===== src/rtl/tile_judge_seq.sv =====
// tile_judge_seq: beat-driven note sequencer with a multi-lane PS/2 key judge.
// Fetches one note per beat tick from a registered pattern memory and scores presses in a timed window.
module tile_judge_seq #(
    parameter int                 LANES      = 4,
    parameter logic [LANES*8-1:0] LANE_CODES = {8'h2b, 8'h23, 8'h1b, 8'h1c},
    parameter int                 SEQ_LEN    = 64,
    parameter int                 WINDOW_CYC = 12500000,
    parameter int                 SCORE_W    = 16,
    localparam int                LW         = LANES > 1 ? $clog2(LANES) : 1,
    localparam int                AW         = $clog2(SEQ_LEN),
    localparam int                CW         = $clog2(WINDOW_CYC + 1)
) (
    input  logic               CLOCK_50,
    input  logic               reset,
    input  logic               start,
    input  logic               t,
    input  logic [7:0]         scancode,
    input  logic               scan_valid,
    output logic [AW-1:0]      seq_addr,
    input  logic [LW:0]        seq_note,
    output logic [LW-1:0]      expected_lane,
    output logic               expected_valid,
    output logic               hit,
    output logic               miss,
    output logic [1:0]         click_state,
    output logic [SCORE_W-1:0] score,
    output logic [SCORE_W-1:0] combo,
    output logic [SCORE_W-1:0] max_combo,
    output logic               done
);
    localparam logic [2:0] S_IDLE   = 3'd0;
    localparam logic [2:0] S_WAIT   = 3'd1;
    localparam logic [2:0] S_FETCH  = 3'd2;
    localparam logic [2:0] S_LOAD   = 3'd3;
    localparam logic [2:0] S_ARMED  = 3'd4;
    localparam logic [2:0] S_JUDGED = 3'd5;
    localparam logic [2:0] S_DONE   = 3'd6;
    localparam logic [1:0] C_WAIT   = 2'd0;
    localparam logic [1:0] C_SCORE  = 2'd1;
    localparam logic [1:0] C_MISS   = 2'd2;
    localparam logic [SCORE_W-1:0] SMAX = '1;

    logic [2:0]         state_q, state_d;
    logic [AW-1:0]      addr_q, addr_d;
    logic [CW-1:0]      cnt_q, cnt_d;
    logic [LW-1:0]      lane_q, lane_d;
    logic               valid_q, valid_d;
    logic               brk_q, brk_d;
    logic               hit_q, hit_d;
    logic               miss_q, miss_d;
    logic [1:0]         click_q, click_d;
    logic [SCORE_W-1:0] score_q, score_d;
    logic [SCORE_W-1:0] combo_q, combo_d;
    logic [SCORE_W-1:0] maxc_q, maxc_d;
    logic               done_q, done_d;
    logic               press_match, press, good, last, expire, closing;
    logic [LW-1:0]      press_lane;
    logic [SCORE_W-1:0] combo_inc;

    // Descending scan so the lowest matching lane is the one left standing.
    always_comb begin
        press_match = 1'b0;
        press_lane  = '0;
        for (int i = LANES - 1; i >= 0; i--) begin
            if (scancode == LANE_CODES[8*i +: 8]) begin
                press_match = 1'b1;
                press_lane  = LW'(i);
            end
        end
    end

    assign press     = scan_valid && !brk_q && scancode != 8'hF0 && scancode != 8'hE0 && press_match;
    assign good      = press && valid_q && press_lane == lane_q;
    assign last      = addr_q == AW'(SEQ_LEN - 1);
    assign expire    = cnt_q == CW'(1);
    assign closing   = press || expire || t;
    assign combo_inc = combo_q + SCORE_W'(combo_q != SMAX);

    always_comb begin
        state_d = state_q;
        addr_d  = addr_q;
        cnt_d   = cnt_q;
        lane_d  = lane_q;
        valid_d = valid_q;
        brk_d   = brk_q;
        hit_d   = 1'b0;
        miss_d  = 1'b0;
        click_d = click_q;
        score_d = score_q;
        combo_d = combo_q;
        maxc_d  = maxc_q;
        done_d  = done_q;
        if (scan_valid)
            brk_d = scancode == 8'hF0 ? 1'b1 : scancode == 8'hE0 ? brk_q : 1'b0;
        if (start) begin
            state_d = S_WAIT;
            addr_d  = '0;
            valid_d = 1'b0;
            score_d = '0;
            combo_d = '0;
            maxc_d  = '0;
            done_d  = 1'b0;
        end else if ((state_q == S_WAIT || state_q == S_JUDGED) && t) begin
            // The first tick after start fetches beat 0 without advancing.
            state_d = S_FETCH;
            addr_d  = state_q == S_JUDGED ? addr_q + AW'(1) : addr_q;
        end else if (state_q == S_FETCH) begin
            state_d = S_LOAD;
        end else if (state_q == S_LOAD) begin
            state_d = S_ARMED;
            lane_d  = seq_note[LW-1:0];
            valid_d = seq_note[LW];
            cnt_d   = CW'(WINDOW_CYC);
            click_d = C_WAIT;
        end else if (state_q == S_ARMED) begin
            cnt_d  = cnt_q - CW'(1);
            hit_d  = good;
            miss_d = !good && (press || (valid_q && (expire || t)));
            if (good) begin
                score_d = score_q + SCORE_W'(score_q != SMAX);
                combo_d = combo_inc;
                maxc_d  = combo_inc > maxc_q ? combo_inc : maxc_q;
                click_d = C_SCORE;
            end
            if (miss_d) begin
                combo_d = '0;
                click_d = C_MISS;
            end
            if (closing) begin
                state_d = last ? S_DONE : t ? S_FETCH : S_JUDGED;
                addr_d  = (t && !last) ? addr_q + AW'(1) : addr_q;
                done_d  = last;
                valid_d = valid_q && !last;
            end
        end
    end

    always_ff @(posedge CLOCK_50) begin
        if (reset) begin
            state_q <= S_IDLE;
            addr_q  <= '0;
            cnt_q   <= '0;
            lane_q  <= '0;
            valid_q <= 1'b0;
            brk_q   <= 1'b0;
            hit_q   <= 1'b0;
            miss_q  <= 1'b0;
            click_q <= C_WAIT;
            score_q <= '0;
            combo_q <= '0;
            maxc_q  <= '0;
            done_q  <= 1'b0;
        end else begin
            state_q <= state_d;
            addr_q  <= addr_d;
            cnt_q   <= cnt_d;
            lane_q  <= lane_d;
            valid_q <= valid_d;
            brk_q   <= brk_d;
            hit_q   <= hit_d;
            miss_q  <= miss_d;
            click_q <= click_d;
            score_q <= score_d;
            combo_q <= combo_d;
            maxc_q  <= maxc_d;
            done_q  <= done_d;
        end
    end

    assign seq_addr       = addr_q;
    assign expected_lane  = lane_q;
    assign expected_valid = valid_q;
    assign hit            = hit_q;
    assign miss           = miss_q;
    assign click_state    = click_q;
    assign score          = score_q;
    assign combo          = combo_q;
    assign max_combo      = maxc_q;
    assign done           = done_q;
endmodule


===== config.mk =====
export PLATFORM = sky130hd
export DESIGN_NAME = tile_judge_seq
export DESIGN_NICKNAME = d
export VERILOG_FILES = /design/src/rtl/tile_judge_seq.sv
export SDC_FILE = /design/constraint.sdc
export NUM_CORES = 1
export LEC_CHECK = 0
export ABC_CLOCK_PERIOD_IN_PS = 8580
export CORE_ASPECT_RATIO = 0.5
export CORE_MARGIN = 1.5
export CORE_UTILIZATION = 58
export CTS_BUF_LIST = sky130_fd_sc_hd__clkbuf_16
export CTS_CLUSTER_SIZE = 16
export DETAILED_ROUTE_END_ITERATION = 8
export PLACE_DENSITY = 0.86
export RECOVER_POWER = 50
export SLEW_MARGIN = 20
export SYNTH_ARGS = -nofsm -noshare
export SYNTH_HDL_FRONTEND = slang
export SYNTH_SLANG_ARGS = --single-unit
export TNS_END_PERCENT = 10

===== constraint.sdc =====
create_clock -name CLOCK_50 -period 8.58 [get_ports CLOCK_50]
set_input_delay 1.716 -clock CLOCK_50 [delete_from_list [all_inputs] [get_ports CLOCK_50]]
set_output_delay 1.716 -clock CLOCK_50 [all_outputs]
set_load 0.005 [all_outputs]

# [Yosys cells after proc, flatten, opt, wreduce, memory -nomap -nowiden]
# Cells that the tools add are included.
# Widths: inputs -> output; s select.
[totals] regBits=90 input_bits=16 out_inout_bits=62
[classes] add_sub_neg=4 n_lt_le_gt_ge=1 n_eq_ne=22 n_mux=36 n_bitwise=5 n_reduce_logical=46
[ops] operator="$mux 24" count=2
[ops] operator="$mux 6" count=7
[ops] operator="$add 16x1->16" count=2
[ops] operator="$mux 16" count=2
[ops] operator="$ne 16x16->1 const B" count=2
[ops] operator="$eq 24x1->1 const B" count=1
[ops] operator="$sub 24x1->24 const B" count=1
[ops] operator="$mux 2" count=10
[ops] operator="$reduce_and 5->1" count=4
[ops] operator="$eq 8x5->1 const B" count=2
[ops] operator="$eq 8x6->1 const B" count=2
[ops] operator="$eq 8x8->1 const B" count=2
[ops] operator="$gt 16x16->1" count=1
[ops] operator="$ne 8x8->1 const B" count=2
[ops] operator="$mux 3" count=5
[ops] operator="$reduce_and 4->1" count=3
[ops] operator="$reduce_and 6->1" count=2
[ops] operator="$reduce_bool 2->1" count=6
[ops] operator="$logic_and 1x1->1" count=11
[ops] operator="$mux 1" count=10
[ops] operator="$reduce_bool 5->1" count=2
[ops] operator="$ne 2x2->1 const B" count=4
[ops] operator="$reduce_and 2->1" count=4
[ops] operator="$reduce_bool 4->1" count=2
[ops] operator="13 further kinds" count=25

# [Logic depth before layout (Yosys ltp)]
# Gate-level depths: netlist of run 1.
[logic_depth] depth_word=14 depth_mapped=19 ltp_nobuf=16

# [Least setup slack after synthesis of run 1]
# OpenSTA, ideal clock, no wires.
[synth_timing] path_type="register to register" start="register combo_q[4], in the netlist combo[4]" end="register maxc_q[10], in the netlist max_combo[10]" arrival_ns=4.237 required_ns=8.502 setup_slack_ns=4.266 path_stages_with_launch=20 synth_period_minus_slack_ns=4.314 path_cell_list="dfxtp_1 > clkbuf_1 > and4_1 > clkbuf_1 > nand2_1 > or4_1 > ha_1 > ha_1 > and3_1 > nand4_1 > xor2_1 > inv_1 > ha_1 > nand4_1 > nor2_1 > a221o_1 > o31ai_1 > clkbuf_1 > nor3_1 > nor3_1"
[synth_between] elab_chain_cells=4
[synth_rtl] element="from (decl)" line="53" text="logic [SCORE_W-1:0] combo_q, combo_d;"
[synth_rtl] element="from (signal assigned)" line="164" text="combo_q <= combo_d;"
[synth_rtl] element="$ne 16x16->1" line="77" text="assign combo_inc = combo_q + SCORE_W'(combo_q != SMAX);"
[synth_rtl] element="$add 16x1->16 (*)" line="77"
[synth_rtl] element="via combo_inc[10]" line="58" text="logic [SCORE_W-1:0] combo_inc;"
[synth_rtl] element="$gt 16x16->1" line="122" text="maxc_d = combo_inc > maxc_q ? combo_inc : maxc_q;"
[synth_rtl] element="$reduce_and 6->1 (no source line)"
[synth_rtl] element="to (signal assigned)" line="165" text="maxc_q <= maxc_d;"
[synth_rtl] element="to (decl)" line="54" text="logic [SCORE_W-1:0] maxc_q, maxc_d;"
# Mark *: on every way through the listed nets, which the timed path passes. The rest lies on a longest branch.
# A chain may end at the register's enable or synchronous reset.

# [Final worst setup path of run 1]
[layout_timing] start="register combo_q[4], in the netlist combo[4]" end="register maxc_q[7], in the netlist max_combo[7]"
[layout_between] elab_chain_cells=4
[layout_rtl] element="$ne 16x16->1" line="77"
[layout_rtl] element="$add 16x1->16 (*)" line="77"
[layout_rtl] element="via combo_inc[14]" line="58"
[layout_rtl] element="$gt 16x16->1 (*)" line="122"
[layout_rtl] element="$reduce_and 6->1 (no source line) (*)"
# Marked as above.

==> metrics.yaml, run 1 <==
avgRoutedWirePerCell_um: 15.20
slew_headroom: 0.3301
wl_met3_um: 594
powerDensity_nw_per_um2: 137.5
wl_met1_um: 5186
max_freq_mhz: 202.8
synth_top_area_frac: 0.3755
overflow: 0
vias_per_cell: 5.826
core-area_um2: 8000
ys_seq_area_frac: 0.3755
grt_pass1_wl_um: 18620
yosysTopAreaCell: "dfxtp_1"
io_pins: 78
startpoint_type: "flop"
combPwrFrac: 0.035
start_util: 0.5998
crit_required_ns: 8.84
syn-mean-instance-area_um2: 8.374
drcViolationCount: 0
yosysMostFrequentCell: "dfxtp_1"
reg2reg_slack_ns: 3.65
n_antenna_cell: 0
clkPwrFrac: 0.441
grt_pass1_vias: 3977
port_buffers: 77
antenna_found_initial: 0
drive_gt1_frac: 0.04673
finalNetCount: 676
cts.sinks: 90
drv_cap: 0
syn_area_um2: 4798
ys_types: 62
synth.area.top_cells: "dfxtp_1, a21oi_1, ha_1, nor3_1, xor2_1"
areaGrowthSynthToFinish_pct: 21.93
highest_layer: "met4"
worst_slew_pin_slew_ns: 1.005
cts_root_buffer: "clkbuf_16"
power_switching_uw: 180.7
die-width_um: 131.6
cts_buffer_depth: 2
clkLatencyLatePin_ns: 0.35
fin_tns_setup_ns: 0
synthArstFlopShare: 0
hold_path_class: "reg2reg"
die_height_um: 67.32
finClkSkew_ns: 0.007062
ctsHoldBuffers: 0
crit_fanout: 9
track_usage: 0.2660
arrival_ns: 5.19
finalMaxSlewViolations: 0
dieArea_um2: 8861
cts_tree: "built"
sw_frac_of_total: 0.2247
ys_ff_latch: 90
dr.pass1.iters: 5
synth_edf_count: 0
drtIter0Drc: 412
ant_nets: 0
dpl.hpwl_um: 8072
cts-buffers-inserted: 9
ir_worst_vdd_mv: 0.1005
internal_power_uw: 623.5
wl_um: 11460
worstSetupPathType: "reg2reg"
fin_crit_ns: 4.930
grt_max_degree: 43
cts_setup_buffers: 0
utilization: 0.7313
cellLeakagePower_nw: 2.371
synth_common_cells: "dfxtp_1, a21oi_1, nor3_1"
vias: 4393
yosys_warnings: 0
rsz0062_at_grt: "no"
hold_slack_ns: 0.4894
ys.flop_type: "dfxtp_1"
wl_met2_um: 5585
h-tree-depth: 3
synthCells: 573
hold_viol: 0
gp_congestion: 0.8454
syn_nets: 612
row_count: 23
status: "finished, final reports clean"
cts.repair.resized: 0
setup_viol: 0
crit_path_end_kind: "flop"
cts.clk_slew.worst_paths_ns: 0.06
seqPwrFrac: 0.524
finalCritPeriodShare: 0.5746
## cell type report
type	instances	area [um^2]
clock buffers	9	225.2
clock inverters	7	37.54
fillers	655	2150
inverters	39	146.4
multi-input cells	418	2714
flip-flops and latches	90	1802
well taps	112	140.1
repair buffers	79	785.8
## path summary, 6_finish.rpt
check,start,cells past startpoint,endpoint
hold reg to reg,cnt_q[15],2,cnt_q[15]
hold / removal,cnt_q[15],2,cnt_q[15]
setup / recovery,combo[4],16,max_combo[7]
setup reg to reg,combo[4],16,max_combo[7]
## sequential cells by signal (all words and copies together), names as in the netlist
register / count
max_combo: 16
miss: 1
score: 16
seq_addr: 6
cnt_q: 24
done: 1
brk_q: 1
state_q: 3
expected_valid: 1
combo: 16
expected_lane: 2
click_state: 2
hit: 1
## cell families (layout without fill, tap and decap cells)
logic type,count (synthesis),in the layout,synth area share
adder cells (fa/ha/maj),23,23,0.05997
buffers and inverters,65,134,0.05580
XOR/XNOR,38,38,0.06936
AO/OA/AOI/OAI,131,131,0.1794
multiplexers,4,4,0.008345
flip-flops,90,90,0.3755
AND/OR/NAND/NOR,222,222,0.2516
## stage by stage
stage	total power, mW	instances	worst slack, ns	cell area, um^2
after CTS	0.8109	754	3.710	5869
after global placement	0.4584	738	3.891	5607
final	0.8042	754	3.650	5851
after global routing	0.8319	754	3.269	5851
after detailed placement	0.4589	738	3.756	5607
after floorplan	0.4478	573	4.266	4798
## power groups by stage
stage               Combinational, mW  Sequential, mW  Clock (mW)
floorplan                      0.0182           0.430           0
global placement               0.0280           0.430           0
detailed placement             0.0284           0.431           0
CTS                            0.0285           0.421       0.361
global route                   0.0309           0.421       0.380
finish                         0.0282           0.421       0.355
## critical path: stages (launching register included)
cell and delay [ns]:
dfxtp_1 0.49, and4_1 0.38, nand2_1 0.11, or4_1 0.52
ha_1 0.22, ha_1 0.22, nand3_1 0.18, nor3_1 0.12
xor2_1 0.27, ha_1 0.32, a21oi_1 0.15, nand2_1 0.08
a221o_1 0.38, o31ai_1 0.84, buf_4 0.31, nor3_1 0.06
nor3_1 0.18
## placed cells by master (no fill, tap or decap), types with 20 or more instances in the layout
cell type	synthesis	layout
dlygate4sd3_1	0	64
nor3_1	42	42
a21oi_1	59	59
nand2_1	35	35
dfxtp_1	90	90
inv_1	39	40
ha_1	23	23
xor2_1	20	20
nor2_1	41	41
nand3_1	20	20
## per-layer routing
layer	GRT usage	vias to the layer above
met2	0.4586	97
li1	-	2195
met1	0.3289	2090
met4	0.08611	0
met5	0	-
met3	0.07733	11
(Power assumes the default switching activity.)
==> run 2: changes to the inputs <==
--- a/config.mk
+++ b/config.mk
@@ -5,14 +5,14 @@
 export SDC_FILE = /design/constraint.sdc
 export NUM_CORES = 1
 export LEC_CHECK = 0
-export ABC_CLOCK_PERIOD_IN_PS = 8580
+export ABC_CLOCK_PERIOD_IN_PS = 4200
 export CORE_ASPECT_RATIO = 0.5
 export CORE_MARGIN = 1.5
-export CORE_UTILIZATION = 58
+export CORE_UTILIZATION = 49
 export CTS_BUF_LIST = sky130_fd_sc_hd__clkbuf_16
 export CTS_CLUSTER_SIZE = 16
 export DETAILED_ROUTE_END_ITERATION = 8
-export PLACE_DENSITY = 0.86
+export PLACE_DENSITY = 0.77
 export RECOVER_POWER = 50
 export SLEW_MARGIN = 20
 export SYNTH_ARGS = -nofsm -noshare
==> constraint.sdc (replaced) <==
create_clock -name CLOCK_50 -period 4.2 [get_ports CLOCK_50]
set_input_delay 0.84 -clock CLOCK_50 [delete_from_list [all_inputs] [get_ports CLOCK_50]]
set_output_delay 0.84 -clock CLOCK_50 [all_outputs]
set_load 0.005 [all_outputs]
==> run 2 against run 1 <==
  * Register-to-register slack got worse by 3.5 ns
  * Design area is 6.6% higher
  * Critical path depth grew 2
  * Sequential share of layout area shrank 1.9 points
  * Total power up 140%
  * Clock skew down 0.00086 ns
  * Fmax rose by 23%
  * Global-route usage is 3.6 points lower
  * Via count rose by 1.3%
  * Sequential cell count stayed put
  * Cell count grew 6.1%
  * Sequential power up 100%
  * Critical path type unchanged
  * Largest cell class unchanged
==> metrics.yaml, run 2 (same netlist as run 1, synthesis figures left out) <==
h-tree-depth: 3
slew_headroom: 0.3556
place_inst: 782
final_common_cell: "dfxtp_1"
port_buffers: 77
arrival_ns: 4.21
cts.clk_slew.worst_paths_ns: 0.06
crit_fanout: 15
crit_slowest_cell: "or4_1"
worst_slew_pin_slew_ns: 0.9667
gp_congestion: 0.8661
die-width_um: 142.9
drv_cap: 0
finalCritPeriodShare: 0.9538
cts_buffer_depth: 2
overflow: 0
cp_cell_sequence: "and4_1, nand3_1, or4_1, ha_1, ha_1, and3_1, nand4_1, xor2_1, inv_1, ha_1, nand4_1, nor4_4, a21boi_4, buf_4, o31ai_4, buf_12, nor3_1, nor3_1"
startpoint_type: "flop"
powerDensity_nw_per_um2: 304.7
rsz0062_at_grt: "yes"
start_util: 0.5063
utilization: 0.6580
ir_worst_vdd_mv: 0.2133
cts_root_buffer: "clkbuf_16"
core-area_um2: 9478
dieArea_um2: 10430
top_register: "cnt_q"
fin_crit_ns: 4.006
hold_path_class: "reg2reg"
hold_viol: 0
layout_common_cells: "dfxtp_1, a21oi_1, dlygate4sd3_1"
row_count: 25
hp-start: "score[0]"
max_freq_mhz: 249.6
ant_nets: 0
antenna_found_initial: 0
avgRoutedWirePerCell_um: 14.47
drtIter0Drc: 212
crit_required_ns: 4.41
wl_um: 11580
drcViolationCount: 0
grt_pass1_vias: 3990
cp_common_cell: "ha_1"
largest_reg_flops: 24
track_usage: 0.2298
finClkSkew_ns: 0.006206
layout.cells.non_filler: 800
vias: 4451
die_height_um: 72.98
setup_viol: 0
r2r-start: "combo[11]"
cts.sinks: 90
dr.pass1.iters: 5
startpoint: "combo[11]"
cts_tree: "built"
crit_path_end_kind: "flop"
status: "finished, final reports clean"
grt_pass1_wl_um: 18900
finalNetCount: 699
io_pins: 78
cellLeakagePower_nw: 2.510
n_antenna_cell: 0
finalMaxSlewViolations: 0
clkLatencyLatePin_ns: 0.34
cts-buffers-inserted: 9
total_power_mw: 1.900
worstSetupPathType: "reg2reg"
drive_gt1_frac: 0.09474
dpl.hpwl_um: 8223
areaGrowthSynthToFinish_pct: 29.96
critPathMaxStageDelay_ns: 0.48
grt_max_degree: 42
vias_per_cell: 5.564
## run 2: changes by cell type in the layout (fill, tap and decap cells not counted), sizes merged, moves of 4 or more
cell,change
clkinv,-4
dlygate4sd3,-14
buf,+23
clkdlybuf4s50,+14
bufinv,+4
## run 2: per-stage QoR
stage / TNS (ns) / instance area [um^2] / hold slack (ns) / worst slack (ns)
final: 0 / 6236 / 0.4872 / 0.1939
after global routing: -0.08854 / 6236 / 0.5144 / -0.03685
after global placement: 0 / 5798 / 0.4708 / 0.05365
after detailed placement: -0.07153 / 5798 / 0.4810 / -0.03466
after floorplan: 0 / 4806 / 0.4580 / 0.08848
after CTS: 0 / 6177 / 0.4917 / 0.04176
## run 2: worst paths after layout
kind,endpoint,slack [ns],cells after the start
hold / removal,score[0],0.49,2
setup reg to reg,max_combo[9],0.19,18
hold reg to reg,score[0],0.49,2
setup / recovery,max_combo[9],0.19,18
## run 2: timing repair
item,in CTS,in global routing
resized for setup,2,6
pin swaps,0,4
buffers inserted,0,2
hold buffers,0,0
endpoints found under the setup margin,16,16
hold endpoints to repair,0,0
gates cloned,0,0
## run 2: critical path, delay by kind of cell, from the launching register on
kind / cells / cell delay [ns]
AO/OA/AOI/OAI: 2 / 0.32
adder cells (fa/ha/maj): 3 / 0.74
buffers and inverters: 3 / 0.39
AND/OR/NAND/NOR: 9 / 1.93
XOR/XNOR: 1 / 0.15
flip-flops: 1 / 0.34
## run 2: routing by layer
metal,wire length (um),track usage,vias to the layer above
met1,5312,0.3029,2097
met3,611,0.05512,14
met4,123,0.06071,0
met2,5530,0.3816,103
met5,0,0,-
li1,-,-,2237
## run 2: cell type report
cell class	instances	area [um^2]
flip-flops and latches	90	1802
clock inverters	7	141.4
repair buffers	102	974.7
fillers	736	3242
clock buffers	9	225.2
inverters	39	146.4
multi-input cells	418	2778
well taps	135	168.9
## run 2: power by group
part,switching [mW],internal [mW]
logic,0.0342,0.0254
clock network,0.339,0.641
registers,0.00387,0.856
